===== src/rtl/rvm_fetch_unit_if.sv =====
// Instruction-memory request/response bus: rvm_fetch_unit is the master, the memory is the slave.
interface rvm_fetch_unit_if;
  logic        imem_req;
  logic [31:0] imem_addr;
  logic        imem_gnt;
  logic        imem_rvalid;
  logic [31:0] imem_rdata;
  logic        imem_err;

  modport master (
    output imem_req, imem_addr,
    input  imem_gnt, imem_rvalid, imem_rdata, imem_err
  );

  modport slave (
    input  imem_req, imem_addr,
    output imem_gnt, imem_rvalid, imem_rdata, imem_err
  );
endinterface


===== src/rtl/rvm_fetch_unit.sv =====
// PC write-back and instruction fetch engine (IDLE/REQ/WAIT) with bus-error and timeout aborts.
// Optional alignment checking of fetch PC and redirect targets: define RVM_FETCH_ALIGN_CHECK_EN.
module rvm_fetch_unit #(
  parameter logic [7:0] TIMEOUT_CYCLES = 8'd255
) (
  input  logic             clk,
  input  logic             reset,
  input  logic [31:0]      pc,
  output logic             pc_w_en,
  output logic [31:0]      pc_wdata,
  input  logic             fetch_start,
  input  logic             pc_update,
  input  logic             pc_redirect,
  input  logic [31:0]      pc_target,
  output logic             fetch_done,
  output logic             fetch_error,
  output logic [1:0]       fetch_err_cause,
  output logic [31:0]      instr,
  output logic             busy,
  rvm_fetch_unit_if.master imem
);

  localparam logic [1:0] S_IDLE = 2'd0;
  localparam logic [1:0] S_REQ  = 2'd1;
  localparam logic [1:0] S_WAIT = 2'd2;

  localparam logic [1:0] CAUSE_BUS      = 2'd0;
  localparam logic [1:0] CAUSE_TIMEOUT  = 2'd1;
  localparam logic [1:0] CAUSE_MISALIGN = 2'd2;

  localparam logic [7:0] TIMEOUT_LAST = TIMEOUT_CYCLES - 8'd1;

  logic [1:0] state;
  logic [7:0] tmo_cnt;
  logic       resp_ok;
  logic       tmo_hit;
  logic       pc_misaligned;
  logic       tgt_misaligned;

`ifdef RVM_FETCH_ALIGN_CHECK_EN
  assign pc_misaligned  = (pc[1:0] != 2'b00);
  assign tgt_misaligned = pc_redirect && (pc_target[1:0] != 2'b00);
`else
  assign pc_misaligned  = 1'b0;
  assign tgt_misaligned = 1'b0;
`endif

  // A response counts in WAIT, or in REQ only when it arrives together with the grant.
  assign resp_ok = imem.imem_rvalid &&
                   ((state == S_WAIT) || ((state == S_REQ) && imem.imem_gnt));
  assign tmo_hit = (TIMEOUT_CYCLES != 8'd0) && (tmo_cnt == TIMEOUT_LAST);

  always_ff @(posedge clk or posedge reset) begin
    if (reset) begin
      state           <= S_IDLE;
      tmo_cnt         <= 8'd0;
      busy            <= 1'b0;
      pc_w_en         <= 1'b0;
      pc_wdata        <= 32'd0;
      fetch_done      <= 1'b0;
      fetch_error     <= 1'b0;
      fetch_err_cause <= CAUSE_BUS;
      instr           <= 32'd0;
      imem.imem_req   <= 1'b0;
      imem.imem_addr  <= 32'd0;
    end else begin
      // NOTE: non-blocking defaults here make every strobe a single-cycle pulse unless re-asserted below.
      pc_w_en     <= 1'b0;
      fetch_done  <= 1'b0;
      fetch_error <= 1'b0;

      case (state)
        S_IDLE: begin
          if (pc_update) begin
            pc_w_en  <= 1'b1;
            pc_wdata <= pc_redirect ? pc_target : pc + 32'd4;
            if (tgt_misaligned) begin
              fetch_error     <= 1'b1;
              fetch_err_cause <= CAUSE_MISALIGN;
            end
          end else if (fetch_start) begin
            if (pc_misaligned) begin
              fetch_error     <= 1'b1;
              fetch_err_cause <= CAUSE_MISALIGN;
            end else begin
              imem.imem_req  <= 1'b1;
              imem.imem_addr <= pc;
              tmo_cnt        <= 8'd0;
              busy           <= 1'b1;
              state          <= S_REQ;
            end
          end
        end

        S_REQ, S_WAIT: begin
          if (resp_ok) begin
            imem.imem_req <= 1'b0;
            busy          <= 1'b0;
            state         <= S_IDLE;
            if (imem.imem_err) begin
              fetch_error     <= 1'b1;
              fetch_err_cause <= CAUSE_BUS;
            end else begin
              instr      <= imem.imem_rdata;
              fetch_done <= 1'b1;
            end
          end else if (tmo_hit) begin
            imem.imem_req   <= 1'b0;
            busy            <= 1'b0;
            state           <= S_IDLE;
            fetch_error     <= 1'b1;
            fetch_err_cause <= CAUSE_TIMEOUT;
          end else begin
            tmo_cnt <= tmo_cnt + 8'd1;
            if ((state == S_REQ) && imem.imem_gnt) begin
              imem.imem_req <= 1'b0;
              state         <= S_WAIT;
            end
          end
        end

        default: begin
          imem.imem_req <= 1'b0;
          busy          <= 1'b0;
          state         <= S_IDLE;
        end
      endcase
    end
  end

endmodule


===== src/flat_wrapper.sv =====
// flat-port wrapper written by rule: the top's interface ports become plain ports
module rvm_fetch_unit_flat 
#(
  parameter logic [7:0] TIMEOUT_CYCLES = 8'd255
)
  (clk, reset, pc, pc_w_en, pc_wdata, fetch_start, pc_update, pc_redirect, pc_target, fetch_done, fetch_error, fetch_err_cause, instr, busy, imem_imem_req, imem_imem_addr, imem_imem_gnt, imem_imem_rvalid, imem_imem_rdata, imem_imem_err);
  rvm_fetch_unit_if imem_i ();
  input  logic clk;
  input  logic reset;
  input  logic [31:0] pc;
  output logic pc_w_en;
  output logic [31:0] pc_wdata;
  input  logic fetch_start;
  input  logic pc_update;
  input  logic pc_redirect;
  input  logic [31:0] pc_target;
  output logic fetch_done;
  output logic fetch_error;
  output logic [1:0] fetch_err_cause;
  output logic [31:0] instr;
  output logic busy;
  output wire logic [$bits(imem_i.imem_req)-1:0] imem_imem_req;
  output wire logic [$bits(imem_i.imem_addr)-1:0] imem_imem_addr;
  input wire logic [$bits(imem_i.imem_gnt)-1:0] imem_imem_gnt;
  input wire logic [$bits(imem_i.imem_rvalid)-1:0] imem_imem_rvalid;
  input wire logic [$bits(imem_i.imem_rdata)-1:0] imem_imem_rdata;
  input wire logic [$bits(imem_i.imem_err)-1:0] imem_imem_err;
  assign imem_imem_req = imem_i.imem_req;
  assign imem_imem_addr = imem_i.imem_addr;
  assign imem_i.imem_gnt = imem_imem_gnt;
  assign imem_i.imem_rvalid = imem_imem_rvalid;
  assign imem_i.imem_rdata = imem_imem_rdata;
  assign imem_i.imem_err = imem_imem_err;
  rvm_fetch_unit #(.TIMEOUT_CYCLES(TIMEOUT_CYCLES)) u_core (.clk(clk), .reset(reset), .pc(pc), .pc_w_en(pc_w_en), .pc_wdata(pc_wdata), .fetch_start(fetch_start), .pc_update(pc_update), .pc_redirect(pc_redirect), .pc_target(pc_target), .fetch_done(fetch_done), .fetch_error(fetch_error), .fetch_err_cause(fetch_err_cause), .instr(instr), .busy(busy), .imem(imem_i));
endmodule

===== config.mk =====
export PLATFORM = sky130hd
export DESIGN_NAME = rvm_fetch_unit_flat
export DESIGN_NICKNAME = d
export VERILOG_FILES = /design/src/rtl/rvm_fetch_unit_if.sv /design/src/rtl/rvm_fetch_unit.sv /design/src/flat_wrapper.sv
export SDC_FILE = /design/constraint.sdc
export NUM_CORES = 1
export LEC_CHECK = 0
export CAP_MARGIN = 25
export CORE_MARGIN = 10
export CORE_UTILIZATION = 47
export DETAILED_ROUTE_END_ITERATION = 12
export HOLD_SLACK_MARGIN = 0.08
export PLACE_DENSITY = 0.86
export SLEW_MARGIN = 20
export SYNTH_ARGS = -nofsm -noshare
export SYNTH_HDL_FRONTEND = slang
export SYNTH_SLANG_ARGS = --single-unit

===== constraint.sdc =====
create_clock -name clk -period 9.9 [get_ports clk]
set_clock_uncertainty 0.2 [all_clocks]
set_input_delay 1.485 -clock clk [delete_from_list [all_inputs] [get_ports clk]]
set_output_delay 1.485 -clock clk [all_outputs]
set_load 0.01 [all_outputs]

# Word level (Yosys, flattened, before mapping)
# Cells that the tools add are included.
[word_totals]
regBits = 113
input_bits = 104
output_inout_bits = 103
[op_classes]
n_addsub = 2
eq_ne = 10
muxes = 33
bitwise_logic = 2
n_reduce_logical = 14
[op_table]
columns = ["operator", "count"]
rows = [
  ["32-bit by 3-bit adder with 32-bit output, second input constant", 1],
  ["32-bit 2-to-1 mux", 1],
  ["8-bit 2-to-1 mux", 4],
  ["1-bit 2-to-1 mux", 16],
  ["2-bit 2-to-1 mux", 8],
  ["8-bit case mux with 2 select lines", 1],
  ["3-bit AND reduction", 5],
  ["2-bit != test, second input constant", 5],
  ["8-bit by 1-bit adder with 8-bit output, second input constant", 1],
  ["8-bit equality test, second input constant", 1],
  ["5-bit AND reduction", 1],
  ["4-bit by 1-bit != test with 1-bit output, second input constant", 1],
  ["1-bit case mux with 2 select lines", 2],
  ["2-bit case mux with 2 select lines", 1],
  ["2-bit nonzero test", 2],
  ["3-bit by 1-bit != test with 1-bit output, second input constant", 1],
  ["2-bit by 1-bit equality test with 1-bit output, second input constant", 1],
  ["2-bit equality test, second input constant", 1],
  ["1-bit logical AND", 2],
  ["2-bit zero test", 1],
  ["1-bit inverter", 2],
  ["2-bit AND reduction", 1],
  ["2-bit OR reduction", 1],
  ["1-bit logical OR", 1],
]

# Logic depth before layout (Yosys ltp)
# Gate-level depths: netlist (run 1).
[depth]
word_depth = 6
ltp_mapped = 8
depth_no_buf = 7

# Least setup slack after synthesis (run 1)
# Ideal clock, no wire load.
[synth_timing]
kind = "input to register"
startpoint = "input pc[7]"
endpoint = "register u_core.pc_wdata[21]"
setup_ps = 71
arrival_ps = 2861
t_required_ps = 9629
setup_slack_ps = 6768
stages = 5
path_buffers = 1
path_cell_list = "nand4_2 -> or4_1 -> buf_2 -> or4_1 -> nand4_1"
[synth_via]
elab_chain_len = 2
[synth_lines]
columns = ["item", "line", "rtl"]
rows = [
  ["start, declared", "flat_wrapper.sv:10", "input logic [31:0] pc;"],
  ["32-bit by 3-bit adder with 32-bit output", "rvm_fetch_unit.sv:76", "pc_wdata <= pc_redirect ? pc_target : pc + 32'd4;"],
  ["32-bit 2-to-1 mux", "rvm_fetch_unit.sv:76", ""],
  ["end signal, assigned", "rvm_fetch_unit.sv:76", ""],
  ["end, declared", "rvm_fetch_unit.sv:10", "output logic [31:0] pc_wdata,"],
]
# No other way between the ends.
# A chain may end at the register's enable or synchronous reset.

# Worst setup path in the final report (run 1)
[layout_timing]
startpoint = "input pc_update"
endpoint = "register u_core.pc_wdata[21]"
[layout_via]
elab_chain_len = 1
[layout_lines]
columns = ["item", "line", "rtl"]
rows = [
  ["start, declared", "flat_wrapper.sv:14", "input logic pc_update;"],
  ["2-bit AND reduction (no source line)", "n/a", ""],
]
# No other way between the ends.

==> flow_metrics.tcl, run 1 <==
set metrics [dict create \
    topRoutingLayerUsed "met4" \
    placeableCoreArea_um2 10840 \
    crit_fanout 45 \
    finish.instance_area_um2 7576 \
    max-vdd-ir-drop_v 0.0001370 \
    data_required_time_of_the_worst_path_ns 10.01 \
    clk_transition_reported_paths_ns 0.09 \
    mappedNetlistArea_um2 5200 \
    power.share.sequential_pct 38.3 \
    route.vias.total 4409 \
    detail-route-antenna-nets 0 \
    setup_viol 0 \
    placement_rows 38 \
    grt_pass1_vias 4563 \
    total_negative_setup_slack_ns 0 \
    syn_avg_cell_area_um2 11.16 \
    wl_per_cell_um 19.35 \
    startpoint_type "input port" \
    grt_pass1_wl_um 24820 \
    detail_route.first_pass.iterations 5 \
    worst_slew_pin_slew_ns 0.7530 \
    via_per_inst 5.463 \
    ctsLongestPathBuffers 2 \
    max_freq_ghz 0.2619 \
    final_layout_size_suffix_gt1_share_pct 13.49 \
    synth_ff_type "dfrtp_1" \
    ctsHoldBuffers 0 \
    clock_buffers_created_by_tritoncts 9 \
    slew_headroom_pct 49.38 \
    post_layout_nonfiller_instances 807 \
    antenna_cells 0 \
    die_area_um2 15670 \
    leakagePower_nw 3.177 \
    start_util_pct 47.97 \
    grt_ovf 0 \
    synthesis.instances 466 \
    combinational_group_share_of_total_power_pct 47.5 \
    fp.dieW_um 125.2 \
    min_period_over_period_pct 38.57 \
    final.min_clock_period_ns 3.819 \
    critical_path.endpoint_type "flop" \
    cts-root-buf "clkbuf_8" \
    critPathKind "in2reg" \
    cts_sinks 111 \
    synthesis.yosys.warnings 0 \
    drv_slew 0 \
    synth_async_sr_flop_share_pct 100.0 \
    detail_route.iter0.violations 229 \
    hold_viol 0 \
    crit_path_arrival_time_ns 3.93 \
    track_usage_pct 19.18 \
    route.met3.wl_um 1387 \
    cts.repair.resized 0 \
    count_of_port_buffers_added_during_placement 205 \
    tritoncts "done" \
    run_status "finished, final reports clean" \
    wl_met2_um 7524 \
    switching_power_w 0.0006687 \
    number_of_flip_flops_and_latches_in_the_synthesized_netlist 111 \
    synth_edf_count 0 \
    seq_area_frac_synth_pct 53.42 \
    routed_wirelength_um 15620 \
    post_cts_buffers 0 \
    htreeDepth 3 \
    clock_power_share_pct 14.2 \
    grt_start_max_net_pins 58 \
    post-dp-hpwl_um 12120 \
    powerDensity_nw_per_um2 265.7 \
    cap_viol_max_count 0 \
    top_level_i_o_count 207 \
    rsz0062_at_grt "false" \
    place.gp.congestion 0.8161 \
    dieHeight_um 125.2 \
    area_growth_pct 45.69 \
    synth_nets 577 \
    finalPower_w 0.002013 \
    layout.nets 775 \
    netlist-cell-type-count 46 \
    internal-power_w 0.001344 \
    layout.filler_cells 804 \
    met1_length_um 6420 \
    place_inst 793 \
    post_dp_cell_area_um2 7376 \
    switching_share_pct 33.23 \
    antenna_violations_before_repair 0 \
    drc 0 \
    holdCritPathClass "reg2reg" \
    clock_insertion_delay_worst_skew_ns 0.37 \
]
-- power groups by stage --
stage	combinational (W)	sequential, W	clock (W)
final	0.000955	0.000771	0.000286
after global routing	0.00103	0.000794	0.000313
after CTS	0.000970	0.000772	0.000292
after detailed placement	0.000965	0.000780	0
after global placement	0.000946	0.000765	0
after floorplan	0.000305	0.000864	0
-- per-stage QoR --
step | hold WS, ns | worst slack, ns | util [%]
final | 0.2907 | 6.081 | 69.89
after detailed placement | 0.2712 | 5.710 | 68.04
after floorplan | 0.2886 | 5.284 | -
after global routing | 0.3269 | 5.959 | 69.89
after global placement | 0.2620 | 5.798 | 68.04
after CTS | 0.2919 | 6.101 | 69.89
-- layout make-up --
type	instances	area (um^2)	area share [%]
multi-input combinational	322	2293	30.27
timing repair buffer	210	2090	27.58
inverter	10	40.04	0.5285
tap	140	175.2	2.312
clock inverter	4	72.57	0.9579
clock buffer	10	127.6	1.685
sequential	111	2778	36.66
-- cell usage in the layout (no fill, tap or decap), drive strengths merged, types with 3 or more instances in the layout --
cell type / instances
a21oi: 28
and3: 16
and4: 4
buf: 5
clkbuf: 10
clkdlybuf4s50: 205
dfrtp: 111
ha: 7
inv: 10
mux2: 65
mux2i: 6
nand2: 36
nand2b: 3
nand3: 20
nand3b: 3
nand4: 12
nor2: 22
nor3: 5
nor4: 3
o211ai: 3
o21ai: 33
o22ai: 6
o31ai: 3
or4: 6
xnor2: 8
xor2: 16
-- logic make-up (layout without fill, tap and decap cells) --
family                   after synthesis  after routing  synth area share, %
AO/OA/AOI/OAI                         81             81                8.759
XOR/XNOR                              24             24                4.042
adder cells (fa/ha/maj)                7              7                1.684
AND/OR/NAND/NOR                      138            138                14.32
multiplexers                          71             71                15.23
flip-flops                           111            111                53.42
buffers and inverters                 33            234                2.478
other                                  1              1              0.07212
-- state kept, by name (all words and copies together), names as in the netlist --
register                cells
u_core.fetch_done           1
u_core.pc_w_en              1
u_core.state                2
u_core.fetch_error          1
u_core.busy                 1
u_core.pc_wdata            32
u_core.imem.imem_addr      32
u_core.fetch_err_cause      1
u_core.instr               32
u_core.tmo_cnt              8
-- path summary, 6_finish.rpt --
path                                     startpoint                   endpoint  slack [ns]  cells after the start
worst max-delay path                      pc_update        u_core.pc_wdata[21]        6.08                      7
worst min-delay path            u_core.pc_wdata[21]        u_core.pc_wdata[21]        0.29                      2
worst max register to register      u_core.state[0]        u_core.pc_wdata[21]        6.87                      8
worst min register to register  u_core.pc_wdata[21]        u_core.pc_wdata[21]        0.29                      2
max in group asynchronous                     reset  u_core.imem.imem_addr[28]        6.92                      3
min in group asynchronous                     reset           u_core.instr[31]        1.36                      2
-- synthesized netlist by cell type (all sizes together) (4+ instances only) --
master	count	area (um^2)
nand4	12	81.33
nand2	36	135.1
and3	16	100.1
ha	7	87.58
a21oi	28	140.1
mux2i	6	60.06
nor2	22	82.58
o21ai	33	168.9
xnor2	8	70.07
and4	4	35.03
or4	6	45.04
dfrtp	111	2778
mux2	65	732.0
nor3	5	25.02
xor2	16	140.1
clkbuf	18	67.56
inv	10	37.53
nand3	20	100.1
o22ai	6	37.54
buf	5	23.77
-- critical path, stage by stage --
cell,delay [ns]
clkdlybuf4s50_1,0.48
nand2_1,0.06
buf_4,0.26
inv_2,0.40
nand2b_1,0.49
or4_1,0.62
nand4_1,0.10
-- per-layer routing --
layer / up-vias / GRT usage [%]
met1: 2150 / 23.22
met4: 0 / 5.149
met2: 175 / 31.35
li1: 2061 / -
met3: 23 / 7.351
met5: - / 0
No activity file was read; power rests on OpenSTA's default activity.
==> inputs of run 2 (changes only) <==
--- a/config.mk
+++ b/config.mk
@@ -7,10 +7,10 @@
 export LEC_CHECK = 0
 export CAP_MARGIN = 25
 export CORE_MARGIN = 10
-export CORE_UTILIZATION = 47
+export CORE_UTILIZATION = 40
 export DETAILED_ROUTE_END_ITERATION = 12
 export HOLD_SLACK_MARGIN = 0.08
-export PLACE_DENSITY = 0.86
+export PLACE_DENSITY = 0.78
 export SLEW_MARGIN = 20
 export SYNTH_ARGS = -nofsm -noshare
 export SYNTH_HDL_FRONTEND = slang
==> constraint.sdc (replaced) <==
create_clock -name clk -period 3.3 [get_ports clk]
set_clock_uncertainty 0.2 [all_clocks]
set_input_delay 0.495 -clock clk [delete_from_list [all_inputs] [get_ports clk]]
set_output_delay 0.495 -clock clk [all_outputs]
set_load 0.01 [all_outputs]
==> flow_metrics.tcl, run 2 (synthesized netlist as in run 1, its figures left out) <==
set metrics [dict create \
    run_status "finished, final reports clean" \
    most-common-layout-cells "clkdlybuf4s50_1, dfrtp_1, mux2_2" \
    setup_viol 0 \
    place.gp.congestion 0.8025 \
    detail_route.first_pass.iterations 4 \
    crit_path_cells "clkdlybuf4s50_1, nand4_2, or4_1, or4_1, nand4_1" \
    post-dp-hpwl_um 12460 \
    die_area_um2 17960 \
    cpMaxStageDelayCell "or4_1" \
    cts-root-buf "clkbuf_16" \
    mostFrequentLayoutCell "clkdlybuf4s50_1" \
    worst_hold_launch "u_core.pc_wdata[2]" \
    tritoncts "done" \
    detail_route.iter0.violations 301 \
    startpoint "pc[5]" \
    slew_headroom_pct 57.10 \
    route.vias.total 4388 \
    routed_wirelength_um 16190 \
    largest_registers "u_core.imem.imem_addr: 32 flops, u_core.instr: 32 flops, u_core.pc_wdata: 32 flops" \
    finalCoreUtilization_pct 61.08 \
    worst_slew_pin_slew_ns 0.6376 \
    clock_insertion_delay_worst_skew_ns 0.35 \
    crit_fanout 8 \
    cap_viol_max_count 0 \
    clock_buffers_created_by_tritoncts 9 \
    track_usage_pct 17.90 \
    drv_slew 0 \
    grt_pass1_wl_um 25860 \
    powerDensity_nw_per_um2 803.0 \
    crit_path_arrival_time_ns 2.69 \
    drc 0 \
    holdCritPathClass "reg2reg" \
    max-vdd-ir-drop_v 0.0004043 \
    max_freq_ghz 0.3836 \
    min_period_over_period_pct 78.99 \
    startpoint_type "input port" \
    placeableCoreArea_um2 12670 \
    grt_ovf 0 \
    detail-route-antenna-nets 0 \
    layout.filler_cells 1046 \
    critPathKind "in2reg" \
    grt_start_max_net_pins 112 \
    cts.repair.resized 0 \
    cts_sinks 111 \
    dieHeight_um 134.0 \
    wl_per_cell_um 19.18 \
    data_required_time_of_the_worst_path_ns 3.38 \
    rsz0062_at_grt "false" \
    final.min_clock_period_ns 2.607 \
    post_dp_cell_area_um2 7472 \
    antenna_violations_before_repair 1 \
    hold_viol 0 \
    area_growth_pct 48.84 \
    r2r_start "u_core.state[0]" \
    fin_ws_ns 0.6934 \
    via_per_inst 5.199 \
    top_level_i_o_count 207 \
    critical_path.endpoint_type "flop" \
    placement_rows 41 \
    post_cts_buffers 0 \
    htreeDepth 3 \
    worst_path_most_repeated_cell "or4_1" \
    total_negative_setup_slack_ns 0 \
    ctsLongestPathBuffers 2 \
    leakagePower_nw 3.236 \
    finish.instance_area_um2 7740 \
    layout.nets 779 \
    cp_slowest_stage_delay_ns 0.79 \
    place_worst_setup_slack_ns 0.3346 \
    ctsHoldBuffers 0 \
    clk_transition_reported_paths_ns 0.07 \
    final_layout_size_suffix_gt1_share_pct 13.86 \
    start_util_pct 41.04 \
    finalPower_w 0.006215 \
    grt_pass1_vias 4723 \
    fp.dieW_um 134.0 \
    count_of_port_buffers_added_during_placement 205 \
]
## run 2: cell count changes in the layout (fill, tap and decap cells not counted), sizes merged
cell | previous run | this run
buf | 5 | 9
bufinv | 2 | 0
inv | 10 | 9
clkbuf | 10 | 13
diode | 0 | 1
## run 2: worst paths after layout
path                       cells past startpoint                        end  slack (ns)
min                                            2         u_core.pc_wdata[2]        0.28
max in group asynchronous                      3          u_core.tmo_cnt[5]        1.99
min in group asynchronous                      3  u_core.imem.imem_addr[26]        0.47
max                                            5        u_core.pc_wdata[21]        0.69
min reg2reg                                    2         u_core.pc_wdata[2]        0.28
max reg2reg                                    8           u_core.instr[26]        0.93
## run 2: metal layers
layer	GRT usage (%)	share of wire [%]	up-vias
li1	-	-	2072
met4	5.260	1.5	0
met5	0	0	-
met1	20.93	41	2133
met3	6.124	8.5	17
met2	30.40	49	166
## run 2: final cells by class
type	instances	area, um^2	share of cell area [%]
sequential	111	2778	35.89
multi-input combinational	322	2293	29.63
timing repair buffer	214	2145	27.71
clock buffer	13	260.3	3.362
tap	172	215.2	2.780
inverter	10	41.29	0.5335
clock inverter	1	5.005	0.06466
antenna	1	2.502	0.03233
## run 2: where the power goes
part           switching (W)  leakage (nW)  internal [W]
Sequential          0.000324          1.37       0.00198
Combinational        0.00125          1.74       0.00165
Clock               0.000467         0.132      0.000545
## run 2: critical path: cells and delay by family
family,cells,cell delay (ns)
simple gates,4,1.61
buf+inv,1,0.57
## run 2: stage by stage
stage	instances	hold slack, ns
CTS	843	0.2873
global route	843	0.3075
floorplan	466	0.2886
global placement	829	0.2645
detailed placement	829	0.2722
finish	844	0.2833
